==> config.mk <==
export PLATFORM = sky130hd
export DESIGN_NAME = spi0_txn_arbiter
export DESIGN_NICKNAME = d
export VERILOG_FILES = /design/src/rtl/spi0_txn_arbiter.sv
export SDC_FILE = /design/constraint.sdc
export NUM_CORES = 1
export LEC_CHECK = 0
export ABC_CLOCK_PERIOD_IN_PS = 3900
export CORE_MARGIN = 2
export CORE_UTILIZATION = 40
export DETAILED_ROUTE_END_ITERATION = 6
export PLACE_DENSITY = 0.73
export SYNTH_ARGS = -nofsm -noshare
export SYNTH_HDL_FRONTEND = slang
export SYNTH_SLANG_ARGS = --single-unit
==> constraint.sdc <==
create_clock -name clk_clk -period 3.9 [get_ports clk_clk]
set_clock_uncertainty 0.05 [all_clocks]
set_input_delay 0.78 -clock clk_clk [delete_from_list [all_inputs] [get_ports clk_clk]]
set_output_delay 0.78 -clock clk_clk [all_outputs]
set_load 0.01 [all_outputs]
==> src/rtl/spi0_txn_arbiter.sv <==
// Round-robin arbiter sharing one SPI mode-0 master between two byte streams.
// Grants whole transactions; sequences CS setup, byte shifting and CS hold.
module spi0_txn_arbiter #(
  parameter int CLK_DIV = 2
) (
  input  logic       clk_clk,
  input  logic       reset_reset_n,
  input  logic       req0,
  input  logic       req1,
  output logic       gnt0,
  output logic       gnt1,
  input  logic       tx_valid0,
  input  logic       tx_valid1,
  input  logic [7:0] tx_data0,
  input  logic [7:0] tx_data1,
  output logic       tx_ready0,
  output logic       tx_ready1,
  output logic       rx_valid0,
  output logic       rx_valid1,
  output logic [7:0] rx_data,
  input  logic       spi0_MISO,
  output logic       spi0_MOSI,
  output logic       spi0_SCLK,
  output logic       spi0_SS_n
);

  localparam int CW = (CLK_DIV > 1) ? $clog2(CLK_DIV) : 1;

  typedef enum logic [2:0] {
    IDLE,
    SETUP,
    WAIT_BYTE,
    SHIFT,
    HOLD
  } state_e;

  state_e         state_q, state_d;
  logic [CW-1:0]  cnt_q, cnt_d;
  logic [2:0]     bit_q, bit_d;
  logic [1:0]     gnt_q, gnt_d;
  logic           cur_q, cur_d;
  logic           last_q, last_d;
  logic           ss_n_q, ss_n_d;
  logic           sclk_q, sclk_d;
  logic           mosi_q, mosi_d;
  logic [7:0]     tx_sh_q, tx_sh_d;
  logic [7:0]     rx_sh_q, rx_sh_d;
  logic [7:0]     rx_data_q, rx_data_d;
  logic [1:0]     rx_vld_q, rx_vld_d;

  logic       cnt_last;
  logic       win;
  logic       sel_req;
  logic       sel_vld;
  logic [7:0] sel_dat;

  assign cnt_last = (cnt_q == CW'(CLK_DIV - 1));
  // On contention the requester not granted last wins
  assign win      = !(req0 && (!req1 || last_q));
  assign sel_req  = cur_q ? req1 : req0;
  assign sel_vld  = cur_q ? tx_valid1 : tx_valid0;
  assign sel_dat  = cur_q ? tx_data1 : tx_data0;

  always_ff @(posedge clk_clk or negedge reset_reset_n) begin
    if (!reset_reset_n) begin
      state_q   <= IDLE;
      cnt_q     <= '0;
      bit_q     <= '0;
      gnt_q     <= '0;
      cur_q     <= 1'b0;
      last_q    <= 1'b1;
      ss_n_q    <= 1'b1;
      sclk_q    <= 1'b0;
      mosi_q    <= 1'b0;
      tx_sh_q   <= '0;
      rx_sh_q   <= '0;
      rx_data_q <= '0;
      rx_vld_q  <= '0;
    end else begin
      state_q   <= state_d;
      cnt_q     <= cnt_d;
      bit_q     <= bit_d;
      gnt_q     <= gnt_d;
      cur_q     <= cur_d;
      last_q    <= last_d;
      ss_n_q    <= ss_n_d;
      sclk_q    <= sclk_d;
      mosi_q    <= mosi_d;
      tx_sh_q   <= tx_sh_d;
      rx_sh_q   <= rx_sh_d;
      rx_data_q <= rx_data_d;
      rx_vld_q  <= rx_vld_d;
    end
  end

  always_comb begin
    state_d   = state_q;
    cnt_d     = cnt_q;
    bit_d     = bit_q;
    gnt_d     = gnt_q;
    cur_d     = cur_q;
    last_d    = last_q;
    ss_n_d    = ss_n_q;
    sclk_d    = sclk_q;
    mosi_d    = mosi_q;
    tx_sh_d   = tx_sh_q;
    rx_sh_d   = rx_sh_q;
    rx_data_d = rx_data_q;
    rx_vld_d  = '0;
    unique case (state_q)
      IDLE: begin
        if (req0 || req1) begin
          cur_d   = win;
          last_d  = win;
          gnt_d   = win ? 2'b10 : 2'b01;
          ss_n_d  = 1'b0;
          cnt_d   = '0;
          state_d = SETUP;
        end
      end
      SETUP: begin
        if (cnt_last) begin
          cnt_d   = '0;
          state_d = WAIT_BYTE;
        end else begin
          cnt_d = cnt_q + CW'(1);
        end
      end
      WAIT_BYTE: begin
        if (sel_vld) begin
          tx_sh_d = {sel_dat[6:0], 1'b0};
          mosi_d  = sel_dat[7];
          sclk_d  = 1'b0;
          cnt_d   = '0;
          bit_d   = '0;
          state_d = SHIFT;
        end else if (!sel_req) begin
          ss_n_d  = 1'b1;
          gnt_d   = '0;
          mosi_d  = 1'b0;
          cnt_d   = '0;
          state_d = HOLD;
        end
      end
      SHIFT: begin
        if (!cnt_last) begin
          cnt_d = cnt_q + CW'(1);
        end else if (!sclk_q) begin
          cnt_d   = '0;
          sclk_d  = 1'b1;
          rx_sh_d = {rx_sh_q[6:0], spi0_MISO};
        end else begin
          cnt_d  = '0;
          sclk_d = 1'b0;
          if (bit_q == 3'd7) begin
            rx_data_d = rx_sh_q;
            rx_vld_d  = gnt_q;
            state_d   = WAIT_BYTE;
          end else begin
            bit_d   = bit_q + 3'd1;
            mosi_d  = tx_sh_q[7];
            tx_sh_d = {tx_sh_q[6:0], 1'b0};
          end
        end
      end
      HOLD: begin
        if (cnt_last) begin
          cnt_d   = '0;
          state_d = IDLE;
        end else begin
          cnt_d = cnt_q + CW'(1);
        end
      end
      default: state_d = IDLE;
    endcase
  end

  assign gnt0      = gnt_q[0];
  assign gnt1      = gnt_q[1];
  assign tx_ready0 = (state_q == WAIT_BYTE) && gnt_q[0];
  assign tx_ready1 = (state_q == WAIT_BYTE) && gnt_q[1];
  assign rx_valid0 = rx_vld_q[0];
  assign rx_valid1 = rx_vld_q[1];
  assign rx_data   = rx_data_q;
  assign spi0_MOSI = mosi_q;
  assign spi0_SCLK = sclk_q;
  assign spi0_SS_n = ss_n_q;

endmodule

# == Word-level counts from Yosys, hierarchy flattened ==
# Index checks and enable logic that the tools add are counted.
# totals
reg_bits,40
inputBits,23
output_inout_bits,17
elab_cells,101
# classes
n_addsub,2
eq_ne,16
mux,48
bitwise_logic,1
n_reduce_logical,21
# ops
op,n
2-to-1 mux 8 bit,5
2-to-1 mux 3 bit,12
"!= test 2 bit, second input constant",10
2-to-1 mux 2 bit,8
one-hot mux 8 bit (2 select lines),1
2-to-1 mux 1 bit,15
one-hot mux 3 bit (5 select lines),1
AND reduction 5 bit,2
AND reduction 3 bit,3
AND reduction 4 bit,2
AND reduction 7 bit,1
"equality test 3 x 2 -> 1 bit, second input constant",2
"equality test 3 bit, second input constant",2
one-hot mux 1 bit (2 select lines),3
one-hot mux 3 bit (2 select lines),1
one-hot mux 2 bit (2 select lines),1
nonzero test 2 bit,2
"adder 3 x 1 -> 3 bit, second input constant",1
"equality test 3 x 1 -> 1 bit, second input constant",1
logical AND 1 bit,3
zero test 3 bit,1
"!= test 3 bit, second input constant",1
one-hot mux 1 bit (3 select lines),1
nonzero test 3 bit,1
6 further kinds,8

# == Logic depth before layout (Yosys ltp) ==
# Gate-level depths: netlist of run 1.
# depth
depth_word,6
ltp_mapped,6
depth_no_buf,6

# == Worst setup path after synthesis of run 1 ==
# Ideal clock, no wire load.
# synth_path
path_type,input to register
start,input port tx_valid1
end,register bit_q[0]
setup_time_ns,0.125
t_arrival_ns,1.737
slack_ns,1.988
stages,3
n_path_buf,0
path_cell_list,mux2_2 -> o21ai_4 -> mux2_2
# synth_via
elab_chain_cells,3
# synth_rtl
item,line_no,text
start: declaration,13,"input logic tx_valid1,"
2-to-1 mux 1 bit,61,assign sel_vld = cur_q ? tx_valid1 : tx_valid0;
!= test 2 bit (no source line),--,
AND reduction 5 bit (no source line),--,
end signal: assignment,82,bit_q <= bit_d;
end: declaration,39,"logic [2:0] bit_q, bit_d;"
# No other way between the ends.
# A chain may end at the register's enable or synchronous reset.

# == Worst setup path after layout of run 1 ==
# layout_path
start,register state_q[0]
end,output port tx_ready1
# layout_via
elab_chain_cells,2
# layout_rtl
item,line_no,text
start: declaration,37,"state_e state_q, state_d;"
start signal: assignment,80,state_q <= state_d;
equality test 3 x 2 -> 1 bit,181,assign tx_ready1 = (state_q == WAIT_BYTE) && gnt_q[1];
logical AND 1 bit,181,
end: declaration,17,"output logic tx_ready1,"
# No other way between the ends.

==> results of run 1 <==
[sequential cells by signal, summed over array words and instances, names as in the netlist]
signal and flops:
rx_data 8, cnt_last 1, rx_sh_q 8, spi0_MOSI 1
last_q 1, cur_q 1, spi0_SS_n 1, spi0_SCLK 1
bit_q 3, rx_vld_q 2, state_q 3, tx_sh_q 7
gnt_q 2
[area by class of cell]
class | count | area [um^2]
fillers | 439 | 2250
flip-flops and latches | 39 | 978
multi-input cells | 112 | 897
repair buffers | 39 | 385
clock buffers | 5 | 68.8
well taps | 54 | 67.6
clock inverters | 3 | 23.8
inverters | 5 | 18.8
[logic make-up (layout without fill, tap and decap cells)]
| logic type | Yosys count | in the layout | share of synthesized area |
|---|---|---|---|
| flip-flops | 39 | 39 | 0.504 |
| AND/OR/NAND/NOR | 42 | 42 | 0.133 |
| buffers and inverters | 12 | 52 | 0.0335 |
| AO/OA/AOI/OAI | 29 | 29 | 0.0993 |
| XOR/XNOR | 1 | 1 | 0.00451 |
| adder cells (fa/ha/maj) | 2 | 2 | 0.0129 |
| multiplexers | 38 | 38 | 0.213 |
[cells in the final DEF (no fill, tap or decap), drive strengths merged, types with 5 or more instances in the layout]
cell type	n
clkdlybuf4s50	38
dfrtp	37
mux2	26
nand2	13
o21ai	13
mux2i	12
nor2	12
a21oi	7
inv	6
clkbuf	5
[power groups by stage]
stage | Clock (mW) | Sequential (mW) | Combinational, mW
after floorplan | 0 | 0.646 | 0.566
after global placement | 0 | 0.723 | 0.629
after detailed placement | 0 | 0.729 | 0.643
after CTS | 0.287 | 0.722 | 0.645
after global routing | 0.305 | 0.748 | 0.702
final | 0.275 | 0.719 | 0.632
[routing by layer]
layer  share of wire  vias to the layer above  global-route usage  wire length (um)
li1                -                      653                   -                 -
met1            0.48                      623               0.184              1620
met2            0.43                       33               0.206              1480
met3           0.080                        5              0.0494               272
met4           0.012                        0              0.0485                40
met5               0                        -                   0                 0
[worst max-delay path: cells and delay by family (launching register included)]
family | cells | cell delay (ps)
flip-flops | 1 | 570
buffers and inverters | 1 | 530
AND/OR/NAND/NOR | 2 | 570
[path summary, 6_finish.rpt]
check | start | end | slack [ps] | cells past startpoint
worst max-delay path | state_q[0]$_DFFE_PN0P_ | tx_ready1 | 1110 | 3
worst min-delay path | spi0_SS_n$_DFFE_PN1P_ | spi0_SS_n$_DFFE_PN1P_ | 410 | 2
worst max register to register | state_q[0]$_DFFE_PN0P_ | rx_data[6]$_DFFE_PN0P_ | 1660 | 4
worst min register to register | spi0_SS_n$_DFFE_PN1P_ | spi0_SS_n$_DFFE_PN1P_ | 410 | 2
max in group asynchronous | reset_reset_n | tx_sh_q[5]$_DFFE_PN0P_ | 2710 | 1
min in group asynchronous | reset_reset_n | rx_data[3]$_DFFE_PN0P_ | 540 | 1
==> results.toml, run 1 <==
[run_status]
run_status = "finished, final reports clean"

[global_routing]
grt_pass1_vias = 1217
grt_max_degree = 40
track_usage = 0.137
grt_pass1_wl_mm = 5.64
antenna_found_initial = 0
grt_overflow = 0

[routing]
postRouteAntennaNets = 0
vias = 1314
drc = 0
routedWlPerCell_um = 13.3
dr.pass1.iters = 4
via_per_inst = 5.11
postRouteWirelength_mm = 3.41
drtIter0Drc = 29

[sta]
fin_crit_sh = 0.716
rsz0062_at_grt = "false"
setup_slack_ps = 1110
post-route-min-period_ps = 2790
setup_violations = 0
holdWs_ps = 415
max_freq_ghz = 0.358
slew_viol_final = 0
relSlewSlack = 0.428
final.setup.tns_ps = 0
tightest_slew_ps = 858
hold_viol = 0

[power]
totalPowerFinal_mw = 1.63
p_sw_frac = 0.367
power_leakage_nw = 1.13
power.density_nw_per_um2 = 666
clkPwrFrac = 0.169
p_switching_mw = 0.597
combPwrFrac = 0.389
p_int_mw = 1.03
seq_power_share = 0.442
peakVddDrop_mv = 0.342

[critical_path]
critPathCaptureType = "output pin"
critPathSlowestCell = "dfrtp_1"
slowest_delay_ps = 570
path_cells = "nor3b_1 > and2_1 > clkdlybuf4s50_1"
required_ps = 3070
start_kind = "register"
critical_path_peak_fanout = 15
crit_type = "register to output pin"
arrival_ps = 1960

[clock_tree]
cts_buffers = 5
clock-sinks = 39
cts_hold_buf = 0
cts_root_buf = "clkbuf_8"
clock_path_buffers = 2
cts_setup_buffers = 0
clk_pin_slew_worst_paths_ps = 80
cts_tree = "done"
clkLatencyLatePin_ps = 290
cts-htree-levels = 2
cts-resized-gates = 0

[cells_and_area]
finalInstanceArea_um2 = 2440
area_growth_syn_to_layout_pct = 25.7
nNetsFinal = 227
diodes = 0
drive_gt1_frac = 0.222
finalNonFillerCells = 257
utilization = 0.520

[yosys]
yosysTopAreaCell = "dfrtp_1"
seq_area_frac_synth = 0.504
synth_top_area_frac = 0.477
synth_area_per_cell_um2 = 11.9
synthCells = 163
ys.flop_type = "dfrtp_1"
ys_ff_latch = 39
synth_edf_count = 0
yosysWarnings = 0
async_reset_ff_frac = 1.00
syn-num-nets = 188
synth.distinct_cells = 34
netlist_top_cells_area = "dfrtp_1 (48%), mux2_2 (15%), mux2i_1 (6.2%)"
synth_area_um2 = 1940
yosys-top-cells-count = "dfrtp_1 (37), mux2_2 (26), mux2i_1 (12), nand2_1 (12), o21ai_0 (12)"
yosysMostFrequentCell = "dfrtp_1"

[hold_path]
hold_class = "register to register"

[floorplan]
initial_core_util = 0.414
core_area_um2 = 4690
dieArea_um2 = 5420
die_x_um = 73.7
die_h_um = 73.7
rows = 25
pin_count = 40

[placement]
portBuffers = 39
place_ws_ps = 1400
gp_congestion = 0.771
placedCellCount = 249
dp_hpwl_mm = 2.42
post_dp_cell_area_um2 = 2350

[run]
cap_violations = 0
Power figures use the tool's default switching activity.
==> run 2: changes to the inputs <==
ABC_CLOCK_PERIOD_IN_PS = 2800   (was 3900)
clock period = 2.8 ns   (was 3.9 ns; I/O delays follow)
==> run 2 against run 1 <==
Via count is 1.4% higher. Cell count increased by 1.6%. Core utilization up 0.67 points. Worst setup slack worse by 840 ps. Routed wire length grew 3.3%. Cell area grew 1.3%. Clock-buffer cell count is the same. Largest cell class unchanged. Global-route usage is 0.74 points higher. Die area unchanged. Clock power grew 39%. Worst hold slack worse by 95 ps. Non-clock buffer count increased by 4.
==> results.toml, run 2 (synthesis gave the netlist of run 1 again) <==
[clock_tree]
cts_tree = "done"
cts-resized-gates = 0
cts_root_buf = "clkbuf_8"
cts_hold_buf = 0
clkLatencyLatePin_ps = 290
cts-htree-levels = 2
cts_setup_buffers = 0
clock_path_buffers = 2
clock-sinks = 39
clk_pin_slew_worst_paths_ps = 80
cts_buffers = 5

[sta]
post-route-min-period_ps = 2530
final.setup.tns_ps = 0
tightest_slew_ps = 857
hold_viol = 0
setup_violations = 0
max_freq_ghz = 0.395
fin_crit_sh = 0.905
rsz0062_at_grt = "false"
slew_viol_final = 0
relSlewSlack = 0.428

[critical_path]
crit_path_start = "state_q[1]$_DFFE_PN0P_"
critPathCaptureType = "output pin"
required_ps = 2190
r2r-start = "cur_q$_DFFE_PN0P_"
crit_type = "register to output pin"
start_kind = "register"
arrival_ps = 1920
critical_path_peak_fanout = 12

[placement]
gp_congestion = 0.784
portBuffers = 39
post_dp_cell_area_um2 = 2380
dp_hpwl_mm = 2.50

[global_routing]
track_usage = 0.145
grt_overflow = 0
antenna_found_initial = 0
grt_pass1_vias = 1290
grt_max_degree = 40
grt_pass1_wl_mm = 6.00

[floorplan]
die_x_um = 73.7
die_h_um = 73.7
core_area_um2 = 4690
initial_core_util = 0.414
rows = 25
pin_count = 40
dieArea_um2 = 5420

[cells_and_area]
final_cell_mix = "clkdlybuf4s50_1 (38), dfrtp_1 (37), mux2_2 (26)"
utilization = 0.527
final_common_cell = "clkdlybuf4s50_1"
nNetsFinal = 231
diodes = 0
drive_gt1_frac = 0.237
area_growth_syn_to_layout_pct = 27.3
finalInstanceArea_um2 = 2470

[power]
power_leakage_nw = 1.15
p_int_mw = 1.47
totalPowerFinal_mw = 2.31
clkPwrFrac = 0.166
power.density_nw_per_um2 = 934
seq_power_share = 0.404
peakVddDrop_mv = 0.527
combPwrFrac = 0.430
p_switching_mw = 0.840
p_sw_frac = 0.364

[routing]
dr.pass1.iters = 6
routedWlPerCell_um = 13.5
postRouteWirelength_mm = 3.52
drtIter0Drc = 27
via_per_inst = 5.11
postRouteAntennaNets = 0
vias = 1333
drc = 0

[run]
cap_violations = 0

[hold_path]
hold_class = "primary input to asynchronous set/reset pin"

[run_status]
run_status = "finished, final reports clean"
[run 2: cell count changes in the layout (fill, tap and decap cells not counted)]
| cell | delta |
|---|---|
| clkinvlp_4 | -1 |
| buf_4 | +4 |
| clkinv_4 | +2 |
| inv_6 | -1 |
[run 2: per-stage QoR]
step | hold WS [ps] | instances | worst slack [ps]
after global routing | 382 | 261 | 153
after detailed placement | 408 | 253 | 562
final | 320 | 261 | 266
after floorplan | 214 | 163 | 1090
after CTS | 344 | 261 | 227
after global placement | 401 | 253 | 600
[run 2: cell type report]
class	count	area, um^2
clock buffer	5	68.8
tap	54	67.6
timing repair buffer	43	415
sequential	39	978
clock inverter	3	25.0
fill	434	2220
inverter	5	18.8
multi-input combinational	112	897
[run 2: final timing paths]
path / endpoint / slack, ps / depth (start not counted)
setup / recovery: tx_ready1 / 270 / 3
hold / removal: rx_data[3]$_DFFE_PN0P_ / 320 / 1
setup reg to reg: bit_q[0]$_DFFE_PN0P_ / 880 / 4
hold reg to reg: spi0_SS_n$_DFFE_PN1P_ / 420 / 2
max in group asynchronous: bit_q[0]$_DFFE_PN0P_ / 1840 / 1
min in group clk_clk: spi0_SS_n$_DFFE_PN1P_ / 420 / 2
[run 2: routing by layer]
metal	GRT usage	vias to the layer above	wire, um
li1	-	658	-
met1	0.189	633	1640
met2	0.223	35	1550
met3	0.0521	7	286
met4	0.0485	0	50
met5	0	-	0
[run 2: power by group through the flow]
stage | registers (mW) | clock network (mW) | logic (mW)
after global routing | 0.963 | 0.428 | 1.11
after floorplan | 0.899 | 0 | 0.789
after global placement | 0.938 | 0 | 0.989
after detailed placement | 0.939 | 0 | 1.01
final | 0.931 | 0.383 | 0.993
after CTS | 0.931 | 0.403 | 1.02
[run 2: worst max-delay path, stage by stage (launching register included)]
cell             delay (ps)
dfrtp_1                 560
nor3b_1                 360
and2_1                  190
clkdlybuf4s50_1         530
